==> src/rtl/fifo_sync_flagged.sv <==
// rtl/fifo_sync_flagged.sv - single-clock FIFO with FWFT option, threshold flags and sticky errors
module fifo_sync_flagged #(
    parameter int DATA_WIDTH = 8,
    parameter int DEPTH      = 16,
    parameter int FWFT       = 0,
    localparam int AW        = $clog2(DEPTH)
) (
    input  logic                  clk,
    input  logic                  reset_b,
    input  logic                  clear,
    input  logic                  wr_en,
    input  logic [DATA_WIDTH-1:0] wr_data,
    input  logic                  rd_en,
    output logic [DATA_WIDTH-1:0] rd_data,
    output logic                  rd_valid,
    input  logic [AW:0]           af_thresh,
    input  logic [AW:0]           ae_thresh,
    output logic [AW:0]           count,
    output logic                  full,
    output logic                  empty,
    output logic                  almost_full,
    output logic                  almost_empty,
    output logic                  overflow,
    output logic                  underflow
);

    localparam logic [AW:0] FULL_COUNT = (AW+1)'(DEPTH);

    logic [DATA_WIDTH-1:0] mem_q [DEPTH];

    logic [AW-1:0] wr_ptr_q, wr_ptr_d;
    logic [AW-1:0] rd_ptr_q, rd_ptr_d;
    logic [AW:0]   count_q, count_d;
    logic          overflow_q, overflow_d;
    logic          underflow_q, underflow_d;
    logic          wr_acc, rd_acc;

    // Flags come only from the registered count, so they lag the accepting edge by one cycle.
    assign full         = (count_q == FULL_COUNT);
    assign empty        = (count_q == '0);
    assign almost_full  = (count_q >= af_thresh);
    assign almost_empty = (count_q <= ae_thresh);
    assign count        = count_q;
    assign overflow     = overflow_q;
    assign underflow    = underflow_q;

    assign wr_acc = wr_en & ~full  & ~clear;
    assign rd_acc = rd_en & ~empty & ~clear;

    always_comb begin
        wr_ptr_d    = wr_ptr_q;
        rd_ptr_d    = rd_ptr_q;
        count_d     = count_q;
        overflow_d  = overflow_q;
        underflow_d = underflow_q;
        if (clear) begin
            wr_ptr_d    = '0;
            rd_ptr_d    = '0;
            count_d     = '0;
            overflow_d  = 1'b0;
            underflow_d = 1'b0;
        end else begin
            if (wr_acc) begin
                wr_ptr_d = wr_ptr_q + AW'(1);
            end
            if (rd_acc) begin
                rd_ptr_d = rd_ptr_q + AW'(1);
            end
            case ({wr_acc, rd_acc})
                2'b10:   count_d = count_q + (AW+1)'(1);
                2'b01:   count_d = count_q - (AW+1)'(1);
                default: count_d = count_q;
            endcase
            overflow_d  = overflow_q  | (wr_en & full);
            underflow_d = underflow_q | (rd_en & empty);
        end
    end

    always_ff @(posedge clk or negedge reset_b) begin
        if (!reset_b) begin
            wr_ptr_q    <= '0;
            rd_ptr_q    <= '0;
            count_q     <= '0;
            overflow_q  <= 1'b0;
            underflow_q <= 1'b0;
        end else begin
            wr_ptr_q    <= wr_ptr_d;
            rd_ptr_q    <= rd_ptr_d;
            count_q     <= count_d;
            overflow_q  <= overflow_d;
            underflow_q <= underflow_d;
        end
    end

    // Storage is deliberately left unreset.
    always_ff @(posedge clk) begin
        if (wr_acc) begin
            mem_q[wr_ptr_q] <= wr_data;
        end
    end

    if (FWFT == 0) begin : g_reg_read
        logic [DATA_WIDTH-1:0] rd_data_q, rd_data_d;
        logic                  rd_valid_q, rd_valid_d;

        always_comb begin
            rd_data_d  = rd_data_q;
            rd_valid_d = 1'b0;
            if (rd_acc) begin
                rd_data_d  = mem_q[rd_ptr_q];
                rd_valid_d = 1'b1;
            end
        end

        always_ff @(posedge clk or negedge reset_b) begin
            if (!reset_b) begin
                rd_data_q  <= '0;
                rd_valid_q <= 1'b0;
            end else begin
                rd_data_q  <= rd_data_d;
                rd_valid_q <= rd_valid_d;
            end
        end

        assign rd_data  = rd_data_q;
        assign rd_valid = rd_valid_q;
    end else begin : g_fwft_read
        assign rd_data  = mem_q[rd_ptr_q];
        assign rd_valid = ~empty;
    end

endmodule
==> config.mk <==
export PLATFORM = sky130hd
export DESIGN_NAME = fifo_sync_flagged
export DESIGN_NICKNAME = d
export VERILOG_FILES = /design/src/rtl/fifo_sync_flagged.sv
export SDC_FILE = /design/constraint.sdc
export NUM_CORES = 1
export LEC_CHECK = 0
export CAP_MARGIN = 20
export CORE_ASPECT_RATIO = 1.4
export CORE_UTILIZATION = 30
export CTS_CLUSTER_SIZE = 14
export DETAILED_ROUTE_END_ITERATION = 8
export GPL_ROUTABILITY_DRIVEN = 0
export HOLD_SLACK_MARGIN = 0.1
export PLACE_DENSITY = 0.58
export SLEW_MARGIN = 10
export SYNTH_ARGS = -nofsm -noshare
export SYNTH_HDL_FRONTEND = slang
export SYNTH_SLANG_ARGS = --single-unit
==> constraint.sdc <==
create_clock -name clk -period 2.6 [get_ports clk]
set_input_delay 0.26 -clock clk [delete_from_list [all_inputs] [get_ports clk]]
set_output_delay 0.26 -clock clk [all_outputs]
set_load 0.01 [all_outputs]
## Word level (Yosys, flattened, before mapping)

Memory sizes are Yosys's and may differ from the RTL's. A register that Yosys moved wholly into a read port is not among the register bits.
Cells that the tools add are included.

| cells by class | value |
|---|---|
| add/subtract/negate cells | 4 |
| $lt $le $gt $ge | 2 |
| eq/ne operators | 3 |
| muxes and demuxes | 11 |
| bitwise operators | 11 |
| reductions and logical operators | 5 |

Operator list:

| operator | count |
|---|---|
| 2-to-1 mux 4 bit | 4 |
| case mux 5 bit (2 select lines) | 1 |
| adder 4 x 1 -> 4 bit (second input constant) | 2 |
| bitwise AND 1 bit | 6 |
| adder 5 x 1 -> 5 bit (second input constant) | 1 |
| equality test 5 bit (second input constant) | 1 |
| greater-or-equal comparator 5 bit | 1 |
| less-or-equal comparator 5 bit | 1 |
| zero test 5 bit | 1 |
| 2-to-1 mux 1 bit | 5 |
| 2-to-1 mux 5 bit | 1 |
| subtractor 5 x 1 -> 5 bit (second input constant) | 1 |
| nonzero test 2 bit | 2 |
| inverter 1 bit | 3 |
| nonzero test 3 bit | 1 |
| equality test 2 x 1 -> 1 bit (second input constant) | 1 |
| equality test 2 bit (second input constant) | 1 |
| OR 1 bit | 2 |
| zero test 1 bit | 1 |

| word-level totals | value |
|---|---|
| flip-flop bits (word level) | 16 |
| memory bits (writable) | 128 |
| bits of input ports | 23 |
| output and inout bits | 20 |
| word-level logic and storage cells | 43 |
| memories | 1 |

Memories:

| memory | words | bits a word | read ports | clocked after Yosys merged registers in | write ports | RTL line | text |
|---|---|---|---|---|---|---|---|
| mem_q | 16 | 8 | 1 | 1 | 1 | 29 | `logic [DATA_WIDTH-1:0] mem_q [DEPTH];` |

## Logic depth before layout (Yosys ltp)

Gate-level depths: netlist (run 1).

| logic depth | value |
|---|---|
| word-level depth | 7 |
| depth in mapped cells | 9 |
| gate-level depth less buffers | 8 |

## Worst setup path after synthesis (run 1)

Ideal clock, no wire load.

| timing path | value |
|---|---|
| path type | register -> register |
| start | reg count_q[1] (netlist: count[1]) |
| end | reg count_q[2] (netlist: count[2]) |
| setup time | 0.079 ns |
| arrival | 2.461 ns |
| data required time | 2.521 ns |
| path slack | 0.060 ns |
| stages on the path, launching flop included | 9 |
| path buffers | 1 |
| clock period less this slack | 2.540 ns |
| cells stage by stage | dfrtp_1 buf_6 nor4_4 mux2_4 xor2_1 ha_1 or4_1 a21o_1 a21oi_1 |

| between the ends | value |
|---|---|
| word-level cells in the longest chain between the ends | 7 |
| elaborated cells between the ends (all ways) | 15 |
| classes of those cells | add/sub: 2; eq/ne: 3; mux: 2; bitwise: 6; reduce/logical: 2 |

Ends and longest elaborated chain:

| item | RTL line | text |
|---|---|---|
| from (decl) | 33 | `logic [AW:0] count_q, count_d;` |
| from (signal assigned) | 89 | `count_q <= count_d;` |
| equality test 5 bit / zero test 5 bit (equally long branches) | 39, 40 |  |
| inverter 1 bit, on equally long branches | 47, 48 |  |
| bitwise AND 1 bit, on equally long branches (2 in series) | 47, 48 |  |
| equality test 2 x 1 -> 1 bit / equality test 2 bit (equally long branches) | 69 | `case ({wr_acc, rd_acc})` |
| case mux 5 bit (2 select lines) | 69 |  |
| 2-to-1 mux 5 bit | 56 | `if (clear) begin` |

Several ways; a longest one is shown, not always the timed one.
A chain may end at the register's enable or synchronous reset.

## Worst setup path in the final report (run 1)

| timing path | value |
|---|---|
| start | reg count_q[0] (netlist: count[0]) |
| end | out almost_full |

| between the ends | value |
|---|---|
| word-level cells in the longest chain between the ends | 1 |

Ends and longest elaborated chain:

| item | RTL line | text |
|---|---|---|
| greater-or-equal comparator 5 bit | 41 | `assign almost_full = (count_q >= af_thresh);` |
| to (decl) | 21 | `output logic almost_full,` |

No other way between the ends.

==> flow_metrics.env, run 1 <==
export IMPL_status="finished, final reports clean"
export IMPL_diodes=0
export IMPL_clockBufferDepth=2
export IMPL_ir_drop_mv=0.455
export IMPL_synth_net_count=397
export IMPL_clkLatencyLatePin_ps=420
export IMPL_grt_overflow=0
export IMPL_cts_made_buffers=17
export IMPL_synthTopCellsByArea="edfxtp_1 (58%), mux4_1 (12%), dfrtp_1 (9.1%)"
export IMPL_power_density_nw_per_um2=889
export IMPL_crit_required_ps=2340
export IMPL_grt_util_met3=0.0311
export IMPL_start_util=0.309
export IMPL_worst_slew_pin_slew_ps=773
export IMPL_cts_tree="yes"
export IMPL_cp_end_kind="output port"
export IMPL_clockRootBuffer="clkbuf_16"
export IMPL_antenna_found_initial=0
export IMPL_synth_warnings=0
export IMPL_slew_violations=0
export IMPL_path_class="reg2out"
export IMPL_pin_count=43
export IMPL_clk_pin_slew_worst_paths_ps=60
export IMPL_timing_setup_tns_ps=0
export IMPL_grt_util_met2=0.217
export IMPL_timing_rr_start="count[1]$_DFFE_PN0P_"
export IMPL_synth_edf_count=128
export IMPL_vias=3405
export IMPL_core_um2=21400
export IMPL_area_growth_pct=22.7
export IMPL_dieWidth_um=127
export IMPL_dpl_cell_count=703
export IMPL_synth_distinct_cells=45
export IMPL_nets=471
export IMPL_met1_usage=0.136
export IMPL_async_flop_share=0.158
export IMPL_place_hpwl_mm=8.80
export IMPL_hold_worst_slack_ps=210
export IMPL_synth_main_ff_cell="edfxtp_1"
export IMPL_drt_total_wl_mm=12.5
export IMPL_seq_area_um2=4450
export IMPL_ff2ff_path_depth=7
export IMPL_synth_top_area_share=0.581
export IMPL_synth_area_um2=6610
export IMPL_crit_path_start_kind="flip-flop"
export IMPL_die_h_um=178
export IMPL_post_route_drc_count=0
export IMPL_synth_seq_cells=152
export IMPL_finalWorstSetupSlack_ps=109
export IMPL_clock_sinks=152
export IMPL_maxCapViolCount=0
export IMPL_fill_cells=1967
export IMPL_multi_input_area_um2=2000
export IMPL_synth_largest_area_cell="edfxtp_1"
export IMPL_crit_fanout=3
export IMPL_final_hold_viol_count=0
export IMPL_dieArea_um2=22600
export IMPL_final_cells=736
export IMPL_hold_class="in2async"
export IMPL_fmax_mhz=402
export IMPL_numPortBuffers=42
export IMPL_final_layout_size_suffix_gt1_frac=0.200
export IMPL_groute_usage_overall=0.120
export IMPL_grt_pass1_vias=3609
export IMPL_via_per_inst=4.63
export IMPL_busiest_layer="met2"
export IMPL_grt_max_degree=36
export IMPL_grt_setup_unrepaired="false"
export IMPL_post_route_period_util=0.958
export IMPL_drt_iter0_markers=220
export IMPL_core_rowCount=63
export IMPL_place_area_um2=7540
export IMPL_syn_area_per_cell_um2=18.5
export IMPL_dr_pass1_iters=5
export IMPL_arrival_ps=2230
export IMPL_cp_startpoint="count[0]$_DFFE_PN0P_"
export IMPL_finalSetupViolations=0
export IMPL_p_total_mw=7.20
export IMPL_stdcell_area_um2=8110
export IMPL_min_period_ps=2490
export IMPL_drt_antenna_violating_nets=0
export IMPL_grt_pass1_wl_mm=19.8
export IMPL_seq_area_frac_synth=0.672
export IMPL_syn_inst=357
export IMPL_wl_per_cell_um=17.0
export IMPL_power_leakage_nw=2.87
export IMPL_relSlewSlack=0.484
export IMPL_pre_cts_slack_ps=19.5
export IMPL_cts_htree_levels=4
export IMPL_clock_skew_ps=9.20
export IMPL_postLayoutCoreUtil=0.380
power breakdown:
group	internal, mW	switching (mW)
logic	1.06	0.894
clock network	1.40	0.928
registers	2.81	0.111
total	5.27	1.93
metal layers:
layer	part of all wire	routed length, um	vias up
met5	0	0	-
met4	0.016	199	0
met3	0.041	511	16
met2	0.54	6790	88
met1	0.40	5000	1727
li1	-	-	1574
cell type report:
cell class / count / area share
sequential: 152 / 0.548
tap: 292 / 0.0451
clock buffer: 19 / 0.0534
inverter: 12 / 0.00556
multi-input combinational: 173 / 0.247
timing repair buffer: 75 / 0.0850
clock inverter: 13 / 0.0157
logic make-up after synthesis:
| group | after synthesis | share of synthesized area |
|---|---|---|
| buffers and inverters | 32 | 0.0256 |
| adder cells (fa/ha/maj) | 17 | 0.0322 |
| AO/OA/AOI/OAI | 30 | 0.0326 |
| AND/OR/NAND/NOR | 67 | 0.0500 |
| XOR/XNOR | 8 | 0.0106 |
| flip-flops | 152 | 0.672 |
| multiplexers | 51 | 0.177 |
synth_stat cells (2+ instances only):
cell	number
a21oi_1	8
or3_1	2
edfxtp_1	128
mux2_4	9
nor3_1	5
dfrtp_1	24
mux4_2	10
nand2_1	13
mux2i_1	2
or4_1	2
o21ai_0	2
inv_1	12
nor2_1	25
buf_2	3
a21o_1	5
buf_6	4
o21a_1	4
xnor2_1	4
nand2b_1	3
nand3_1	7
xor2_1	4
clkbuf_1	11
mux4_1	30
nor2b_1	3
ha_1	17
sequential cells by signal, summed over array words and instances (netlist names):
signal and count:
rd_data 8, mem_q 128, rd_valid 1, overflow 1
rd_ptr_q 4, wr_ptr_q 4, count 5, underflow 1
worst max-delay path, stage by stage (launching register included):
cell	delay, ps
dfrtp_2	400
inv_2	70
ha_1	220
nand2b_1	150
a21o_1	170
a21o_1	190
a21o_1	180
a21o_1	160
dlygate4sd2_1	280
worst paths after layout:
kind | endpoint | slack (ps)
setup / recovery | almost_full | 110
hold / removal | rd_data[6]$_DFFE_PN0P_ | 210
setup reg to reg | count[2]$_DFFE_PN0P_ | 130
hold reg to reg | overflow$_DFF_PN0_ | 500
max in group asynchronous | count[1]$_DFFE_PN0P_ | 2120
min in group clk | overflow$_DFF_PN0_ | 500
placed cells by master (no fill, tap or decap), drive strengths merged, types with 2 or more instances in the layout:
cell type / count
nand2: 13
clkbuf: 19
or3: 2
edfxtp: 128
or4: 2
nor2: 26
dfrtp: 24
mux2: 9
nor2b: 3
nand2b: 3
clkdlybuf4s50: 39
xor2: 4
inv: 15
clkinv: 6
a21o: 5
mux2i: 2
ha: 17
a211oi: 2
nor3: 5
buf: 33
o21ai: 3
bufinv: 2
a21oi: 8
xnor2: 4
clkinvlp: 2
o21a: 4
mux4: 40
dlygate4sd2: 3
nand3: 7
timing repair:
item,in CTS,in global routing
hold buffers,0,0
endpoints found under the hold margin,0,0
resized for setup,6,1
buffers inserted,1,0
endpoints found under the setup margin,3,3
pin swaps,0,1
(Power assumes the default switching activity.)
==> run 2, diff against run 1 <==
Settings changed: SETUP_SLACK_MARGIN set to 0.5.
==> flow_metrics.env, run 2 (synthesized netlist as in run 1, its figures left out) <==
export IMPL_vias=3484
export IMPL_pre_cts_slack_ps=-2.40
export IMPL_worst_slew_pin_slew_ps=759
export IMPL_grt_max_degree=36
export IMPL_path_cells="buf_6, buf_6, nor4_4, mux2_4, xor2_1, ha_2, or4_4, a21o_1, a21oi_1"
export IMPL_die_h_um=178
export IMPL_clock_skew_ps=11.2
export IMPL_cts_htree_levels=4
export IMPL_core_um2=21400
export IMPL_start_util=0.309
export IMPL_max_stage_delay_ps=480
export IMPL_antenna_found_initial=0
export IMPL_clockRootBuffer="clkbuf_16"
export IMPL_r2r_end="count[2]$_DFFE_PN0P_"
export IMPL_cp_slowest_cell="or4_4"
export IMPL_crit_top_cell="buf_6"
export IMPL_cts_made_buffers=17
export IMPL_slew_violations=0
export IMPL_cts_tree="yes"
export IMPL_largest_reg_flops=128
export IMPL_status="finished, final reports clean"
export IMPL_nets=489
export IMPL_drt_antenna_violating_nets=0
export IMPL_cp_num_buf_inv=2
export IMPL_post_route_drc_count=0
export IMPL_largest_register="mem_q"
export IMPL_fill_cells=1943
export IMPL_postLayoutCoreUtil=0.398
export IMPL_dieWidth_um=127
export IMPL_numPortBuffers=42
export IMPL_relSlewSlack=0.493
export IMPL_hold_worst_slack_ps=234
export IMPL_crit_path_start_kind="flip-flop"
export IMPL_ir_drop_mv=0.421
export IMPL_final_hold_viol_count=0
export IMPL_grt_setup_unrepaired="true"
export IMPL_ff2ff_path_depth=9
export IMPL_power_density_nw_per_um2=915
export IMPL_post_route_period_util=0.938
export IMPL_clkLatencyLatePin_ps=410
export IMPL_grt_overflow=0
export IMPL_cp_end_kind="flip-flop"
export IMPL_groute_usage_overall=0.136
export IMPL_via_per_inst=4.62
export IMPL_place_hpwl_mm=9.15
export IMPL_p_total_mw=7.77
export IMPL_hold_class="in2async"
export IMPL_dr_pass1_iters=5
export IMPL_area_growth_pct=28.5
export IMPL_dieArea_um2=22600
export IMPL_dpl_cell_count=699
export IMPL_power_leakage_nw=3.00
export IMPL_stdcell_area_um2=8490
export IMPL_hold_buffers=0
export IMPL_timing_rr_start="count[1]$_DFFE_PN0P_"
export IMPL_min_period_ps=2440
export IMPL_cp_top_family="simple AND/OR/NAND/NOR gates"
export IMPL_fmax_mhz=410
export IMPL_core_rowCount=63
export IMPL_drt_iter0_markers=196
export IMPL_timing_setup_tns_ps=0
export IMPL_place_area_um2=7590
export IMPL_crit_required_ps=2940
export IMPL_maxCapViolCount=0
export IMPL_clk_pin_slew_worst_paths_ps=60
export IMPL_wl_per_cell_um=19.1
export IMPL_final_common_cell="edfxtp_1"
export IMPL_clockBufferDepth=2
export IMPL_crit_fanout=4
export IMPL_path_class="reg2reg"
export IMPL_grt_pass1_wl_mm=21.8
export IMPL_final_layout_size_suffix_gt1_frac=0.327
export IMPL_drt_total_wl_mm=14.4
export IMPL_finalWorstSetupSlack_ps=162
export IMPL_ff2ff_setup_slack_ps=160
export IMPL_finalSetupViolations=0
export IMPL_clock_sinks=152
export IMPL_diodes=0
export IMPL_mostFrequentLayoutCells="edfxtp_1 (128), buf_4 (39), clkdlybuf4s50_1 (38), mux4_1 (28), dfrtp_1 (21)"
export IMPL_grt_pass1_vias=3681
export IMPL_final_cells=754
export IMPL_arrival_ps=2770
export IMPL_pin_count=43
run 2: changes by cell type in the layout (fill, tap and decap cells not counted), moves of 5 or more:
cell and delta:
inv_8 +6, nor2_1 -14, buf_6 +9, nor2_2 +12
nor3_1 -5, buf_4 +8
run 2: timing repair:
action,4_1_cts,5_1_grt
gates cloned,2,0
buffers inserted,19,2
pin swaps,16,6
setup endpoints to repair,145,149
gates resized for setup,40,13
run 2: metal layers:
metal  vias up  wire length (um)  GRT usage
met1      1782              5940      0.159
met2        81              7830      0.246
met3         4               594     0.0289
met5         -                 0          0
met4         0                71     0.0402
li1       1617                 -          -
run 2: worst max path at each step:
stage,end,from,cells after the start
floorplan,count[2]$_DFFE_PN0P_,count[2]$_DFFE_PN0P_,8
global placement,almost_empty,ae_thresh[1],9
detailed placement,almost_empty,ae_thresh[1],9
CTS,count[2]$_DFFE_PN0P_,count[1]$_DFFE_PN0P_,9
global route,count[2]$_DFFE_PN0P_,count[1]$_DFFE_PN0P_,9
finish,count[2]$_DFFE_PN0P_,count[1]$_DFFE_PN0P_,9
run 2: cell type report:
type,instances,area (um^2),share of cell area
flip-flops and latches,152,4450,0.524
multi-input cells,173,2160,0.254
well taps,292,365,0.0430
clock inverters,15,150,0.0177
repair buffers,93,900,0.106
clock buffers,17,425,0.0501
inverters,12,45.0,0.00530
run 2: report_power, final:
| part | switching [mW] | internal [mW] |
|---|---|---|
| sequential | 0.136 | 2.81 |
| combinational | 1.05 | 1.40 |
| clock | 1.09 | 1.29 |
run 2: worst register-to-register path, delay by kind of cell, from the launching register on:
family,cells,cell delay (ps)
AOI/OAI and AO/OA,2,300
buffers and inverters,2,230
adders and majority gates,1,200
muxes,1,350
DFF,1,410
and+or+nand+nor,2,730
xor gates and xnor gates,1,150
